$ cat src/rtl/piso_serializer.sv
// ---------------------------------------------------------------------------
// piso_serializer
//
// Parallel-in, serial-out stage feeding the serial sequence detectors. A
// WIDTH-bit word is accepted over a valid/ready handshake and sent one bit per
// clock on ser_out. Between words ser_out rests at IDLE_BIT, so the detector
// downstream never sees a spurious pattern while the line is idle.
//
// Parameters:
//   WIDTH     - word width in bits (2..32)
//   MSB_FIRST - 1: din[WIDTH-1] goes out first, 0: din[0] goes out first
//   IDLE_BIT  - level held on ser_out when no word is in flight
//
// Ports:
//   clk        - clock, all state changes on the rising edge
//   rst_n      - synchronous active-low reset
//   din        - parallel word to serialise
//   din_valid  - din holds a word to send
//   din_ready  - a word can be accepted this cycle (combinational)
//   ser_out    - registered serial data
//   ser_valid  - registered, high while ser_out carries a data bit
//   busy       - high while a word is being shifted out
//   frame_done - registered one-cycle pulse in the cycle after a word's last bit
// ---------------------------------------------------------------------------
module piso_serializer #(
    parameter int   WIDTH     = 8,
    parameter bit   MSB_FIRST = 1'b1,
    parameter logic IDLE_BIT  = 1'b1
) (
    input  logic             clk,
    input  logic             rst_n,
    input  logic [WIDTH-1:0] din,
    input  logic             din_valid,
    output logic             din_ready,
    output logic             ser_out,
    output logic             ser_valid,
    output logic             busy,
    output logic             frame_done
);

    localparam int            CW   = $clog2(WIDTH);
    localparam logic [CW-1:0] LAST = CW'(WIDTH - 1);

    typedef enum logic {
        IDLE  = 1'b0,
        SHIFT = 1'b1
    } state_t;

    state_t           state, state_next;
    logic [WIDTH-1:0] shift_reg, shift_next;
    logic [CW-1:0]    count, count_next;
    logic             ser_out_next;
    logic             ser_valid_next;
    logic             frame_done_next;
    logic             at_last;
    logic             accept;

    // count tracks which bit of the current word is on ser_out, so the
    // last-bit cycle is the one place inside a word where a new word may load.
    assign at_last   = (state == SHIFT) && (count == LAST);
    assign din_ready = (state == IDLE) || at_last;
    assign accept    = din_valid && din_ready;
    assign busy      = (state == SHIFT);

    // Next-state logic. A load puts the first bit straight onto ser_out and
    // keeps the remaining bits in the shift register, aligned so the next bit
    // to send always sits at the end selected by MSB_FIRST. Loading in the
    // last-bit cycle gives gapless back-to-back words.
    always_comb begin
        state_next      = state;
        shift_next      = shift_reg;
        count_next      = count;
        ser_out_next    = ser_out;
        ser_valid_next  = ser_valid;
        frame_done_next = at_last;

        if (accept) begin
            state_next     = SHIFT;
            count_next     = '0;
            ser_valid_next = 1'b1;
            if (MSB_FIRST) begin
                ser_out_next = din[WIDTH-1];
                shift_next   = din << 1;
            end else begin
                ser_out_next = din[0];
                shift_next   = din >> 1;
            end
        end else if (at_last) begin
            state_next     = IDLE;
            count_next     = '0;
            ser_out_next   = IDLE_BIT;
            ser_valid_next = 1'b0;
        end else if (state == SHIFT) begin
            count_next = count + CW'(1);
            if (MSB_FIRST) begin
                ser_out_next = shift_reg[WIDTH-1];
                shift_next   = shift_reg << 1;
            end else begin
                ser_out_next = shift_reg[0];
                shift_next   = shift_reg >> 1;
            end
        end else begin
            ser_out_next   = IDLE_BIT;
            ser_valid_next = 1'b0;
        end
    end

    // State and output registers; reset drops any word in flight without
    // raising frame_done.
    always_ff @(posedge clk) begin
        if (!rst_n) begin
            state      <= IDLE;
            shift_reg  <= '0;
            count      <= '0;
            ser_out    <= IDLE_BIT;
            ser_valid  <= 1'b0;
            frame_done <= 1'b0;
        end else begin
            state      <= state_next;
            shift_reg  <= shift_next;
            count      <= count_next;
            ser_out    <= ser_out_next;
            ser_valid  <= ser_valid_next;
            frame_done <= frame_done_next;
        end
    end

endmodule

$ cat config.mk
export PLATFORM = sky130hd
export DESIGN_NAME = piso_serializer
export DESIGN_NICKNAME = d
export VERILOG_FILES = /design/src/rtl/piso_serializer.sv
export SDC_FILE = /design/constraint.sdc
export NUM_CORES = 1
export LEC_CHECK = 0
export CAP_MARGIN = 20
export CORE_MARGIN = 2
export CORE_UTILIZATION = 30
export DETAILED_ROUTE_END_ITERATION = 7
export PLACE_DENSITY = 0.55
export SETUP_SLACK_MARGIN = 0.05
export SLEW_MARGIN = 15
export SYNTH_ARGS = -nofsm -noshare
export SYNTH_HDL_FRONTEND = slang
export SYNTH_SLANG_ARGS = --single-unit
$ cat constraint.sdc
create_clock -name clk -period 2.2 [get_ports clk]
set_input_delay 0.44 -clock clk [delete_from_list [all_inputs] [get_ports clk]]
set_output_delay 0.44 -clock clk [all_outputs]
set_load 0.01 [all_outputs]
# --- Word-level counts from Yosys, hierarchy flattened ---
# Cells that the tools add are included.
# W data, S select, Z words.
word_totals:
  regBits: 14
  in_bits: 11
  out_inout_bits: 5
  elab_cells: 30
classes:
  add_sub_neg: 1
  n_eq_ne: 3
  muxes: 11
  bitwise_logic: 2
  reduce_logical: 7
ops:
  columns: ["op", "n"]
  rows:
  - ["$mux W8", 3]
  - ["$mux W1", 8]
  - ["$reduce_bool A2 Y1", 2]
  - ["$add A3 B1 Y3 const B", 1]
  - ["$eq A3 B3 Y1 const B", 1]
  - ["$ne A3 B1 Y1 const B", 1]
  - ["$reduce_or A3 Y1", 1]
  - ["$logic_and A1 B1 Y1", 2]
  - ["$ne A2 B1 Y1 const B", 1]
  - ["$not A1 Y1", 2]
  - ["$reduce_and A2 Y1", 1]
  - ["$logic_or A1 B1 Y1", 1]

# --- Logic depth before layout (Yosys ltp) ---
# Gate-level depths: netlist (run 1).
logic_depth:
  word_depth: 6
  depth_mapped: 7
  ltp_nobuf: 6

# --- Worst setup path after synthesis (run 1) ---
# OpenSTA, ideal clock, no wires.
synth_path:
  kind: "register to output"
  from: "register count[0]"
  to: "output din_ready"
  t_arrival_ns: 1.149
  required_ns: 1.760
  path_slack_ns: 0.611
  stages_incl_launch_ff: 6
  path_buffers: 1
  path_cell_list: "dfxtp_1 -> ha_1 -> ha_1 -> and2b_4 -> inv_4 -> buf_8"
synth_between:
  elab_chain_len: 3
synth_lines:
  columns: ["element", "line_no", "source"]
  rows:
  - ["from (decl)", "51", "logic [CW-1:0] count, count_next;"]
  - ["from (signal assigned)", "121", "count <= count_next;"]
  - ["$eq A3 B3 Y1", "60", "assign at_last = (state == SHIFT) && (count == LAST);"]
  - ["$logic_and A1 B1 Y1", "60", null]
  - ["$logic_or A1 B1 Y1", "61", "assign din_ready = (state == IDLE) || at_last;"]
  - ["to (decl)", "34", "output logic din_ready,"]
# Every way passes these cells.

# --- Worst setup path after layout (run 1) ---
# Ends and elaborated chain as after synthesis.

==> summary.md, run 1 <==
| Metric | Value |
|---|---|
| Status | `finished, final reports clean` |
| Detail Placement HPWL | `784 um` |
| CP startpoint kind | `register` |
| Clk slew on worst S/H paths | `80 ps` |
| Total die area | `2450 sq um` |
| Lkg Pwr | `0.327 nW` |
| Fraction of layout cells with a size suffix above 1 | `19.2%` |
| Critical path required time | `1760 ps` |
| Sw frac | `25.1%` |
| DRT Wirelength | `1100 um` |
| Root Driver | `clkbuf_4` |
| Sequential-to-total area share from yosys stat | `45.1%` |
| Cell Pwr Density | `622 nW/um^2` |
| Largest net degree at the start of global routing | `17` |
| Initial antenna violation count | `0` |
| Top cell by count, worst path | `ha_1` |
| Later-pin clock latency in the skew report | `280 ps` |
| Hold Crit Class | `reg -> reg` |
| Diodes inserted | `0` |
| Placeable core area | `1960 sq um` |
| Vias in the first global route | `448` |
| Synth area leader | `dfxtp_1` |
| Cell variety after synth | `20` |
| Number of flip-flops in the largest register | `7` |
| Wire per inst | `10.5 um` |
| CP bufs+invs | `2` |
| Max Fclk | `488 MHz` |
| Routed vias/inst | `4.61` |
| Final nets | `93` |
| # Max-Cap Violations | `0` |
| CP peak stage delay | `330 ps` |
| Period utilization | `93.2%` |
| Setup_tns | `0 ps` |
| Rel. slew slack | `66.9%` |
| Clock sinks | `14` |
| P_int | `0.000381 W` |
| #FFs+latches synth | `14` |
| CTS tree | `built` |
| Comb power frac | `17.2%` |
| Synth Area per Inst | `10.2 sq um` |
| Via count | `484` |
| Setup violations, final | `0` |
| Top cell type's share of synthesized area | `45.1%` |
| Gate Count Post-Synth | `61` |
| Post-route ant nets | `0` |
| PortBufs | `15` |
| Die span in x | `49.5 um` |
| Initial Utilization | `31.7%` |
| Clk buf depth | `2` |
| First-pass GRT wire length | `1920 um` |
| Yosys Warn Count | `0` |
| Number of DRC markers in iteration 0 | `5` |
| Crit-path cells | `ha_1 -> ha_1 -> and2b_4 -> inv_4 -> dlygate4sd2_1` |
| Most frequent cells in the layout | `dfxtp_1 (14), clkdlybuf4s50_1 (14), mux2i_1 (7), a21oi_2 (6)` |
| Final GP Congestion | `0.708` |
| Site row count | `16` |
| Max IR drop VDD | `0.000365 V` |
| Global Route Usage Sum | `10.5%` |
| Skew final | `3.19 ps` |
| H-tree levels | `1` |
| Cts hold-fix bufs | `0` |
| Register share of total power | `54.9%` |
| Syn_nets | `74` |
| Clock power frac | `28.0%` |
| RSZ-0062 raised after global routing | `no` |
| Net Sw Power | `0.000128 W` |
| WHS | `478 ps` |
| Pre-antenna DRT Iters | `2` |
| Die height | `49.5 um` |
| Inserted Clock Buffers | `3` |
| Crit-path max FO | `4` |
| Least-Margin Pin Slew | `495 ps` |
| Critical path type | `reg -> out` |
| # DRC | `0` |
| Io pins | `16` |
| Final Hold Fails | `0` |
| Crit end category | `output pin` |
| Fin. max-slew vios | `0` |
| Cell area after technology mapping | `622 sq um` |
| Total global routing overflow | `0` |
| Critical path data arrival time | `1610 ps` |
| Area growth syn-to-layout | `31.6%` |
| Synth top area cells | `dfxtp_1 (45%), mux2i_1 (11%), a21oi_2 (8.5%), ha_1 (4.0%), o21ai_1 (4.0%)` |
| Final Critical Period | `2050 ps` |
| Slowest stage cell, crit path | `dfxtp_1` |
| Delay-heaviest family, CP | `adder cells` |
-- worst register-to-register path: cells and delay by family (launching register included) --
family | cells | cell delay, ps
AOI/OAI and AO/OA | 2 | 210
adders and majority gates | 2 | 410
buffers and inverters | 2 | 220
DFF | 1 | 330
and+or+nand+nor | 1 | 290
-- what timing repair did --
action,CTS,global route
resized for setup,1,0
setup buffers,0,0
setup endpoints to repair,1,0
-- area by class of cell --
class | count | area (sq um)
Clock buffer | 3 | 22.5
Sequential cell | 14 | 280
Tap cell | 27 | 33.8
Fill cell | 223 | 1140
Multi-Input combinational cell | 41 | 304
Timing Repair Buffer | 17 | 164
Inverter | 3 | 13.8
-- layer usage --
metal,GRT usage (%),part of all wire [%],vias up
met5,0,0,-
met4,5.56,0.82,0
met3,4.85,7.0,2
met2,16.7,43,17
met1,11.6,49,217
li1,-,-,248
-- power by group through the flow --
stage	Clock, W	Sequential [W]	Combinational [W]
3_3_place_gp	0	0.000285	0.0000889
2_1_floorplan	0	0.000285	0.0000531
4_1_cts	0.000153	0.000280	0.0000888
3_5_place_dp	0	0.000286	0.0000893
5_1_grt	0.000163	0.000281	0.0000957
6_report	0.000142	0.000279	0.0000875
-- final timing paths --
check / start / endpoint / slack (ps) / cells past startpoint
hold / removal: ser_valid$_SDFFE_PN0P_ / ser_valid$_SDFFE_PN0P_ / 480 / 2
setup reg to reg: count[0]$_SDFFE_PP0P_ / shift_reg[2]$_SDFFE_PN0P_ / 630 / 7
hold reg to reg: ser_valid$_SDFFE_PN0P_ / ser_valid$_SDFFE_PN0P_ / 480 / 2
setup / recovery: count[0]$_SDFFE_PP0P_ / din_ready / 150 / 5
-- synthesized netlist by cell type, drive strengths merged --
cell type	n
a21boi	1
dfxtp	14
inv	3
o21ai	7
o21a	2
nor3b	2
a21oi	6
buf	3
nand2	5
and2b	1
o32ai	2
ha	2
and2	2
nor2	3
mux2i	7
and3	1
-- cells by family (layout without fill, tap and decap cells) --
| family | after synthesis | after routing | synth area share (%) |
|---|---|---|---|
| mux | 7 | 7 | 11.3 |
| buf+inv | 6 | 23 | 6.04 |
| compound gates | 18 | 18 | 21.7 |
| flops | 14 | 14 | 45.1 |
| fa+ha+maj | 2 | 2 | 4.02 |
| simple gates | 14 | 14 | 11.9 |
-- metrics by stage --
stage / total power [W] / util [%] / setup WS, ps / area, sq um / cells
4_1_cts: 0.000521 / 41.7 / 134 / 818 / 105
2_1_floorplan: 0.000338 / - / 611 / 622 / 61
3_3_place_gp: 0.000374 / 40.6 / 271 / 797 / 102
6_report: 0.000509 / 41.7 / 149 / 818 / 105
3_5_place_dp: 0.000375 / 40.6 / 261 / 797 / 102
5_1_grt: 0.000540 / 41.7 / 67.6 / 818 / 105
(Power assumes the default switching activity.)
==> inputs of run 2 (changes only) <==
--- a/config.mk
+++ b/config.mk
@@ -5,7 +5,6 @@
 export SDC_FILE = /design/constraint.sdc
 export NUM_CORES = 1
 export LEC_CHECK = 0
-export CAP_MARGIN = 20
 export CORE_MARGIN = 2
 export CORE_UTILIZATION = 30
 export DETAILED_ROUTE_END_ITERATION = 7
==> results of run 2 <==
No change in the layout: final DEF, timing and power equal those of run 1.
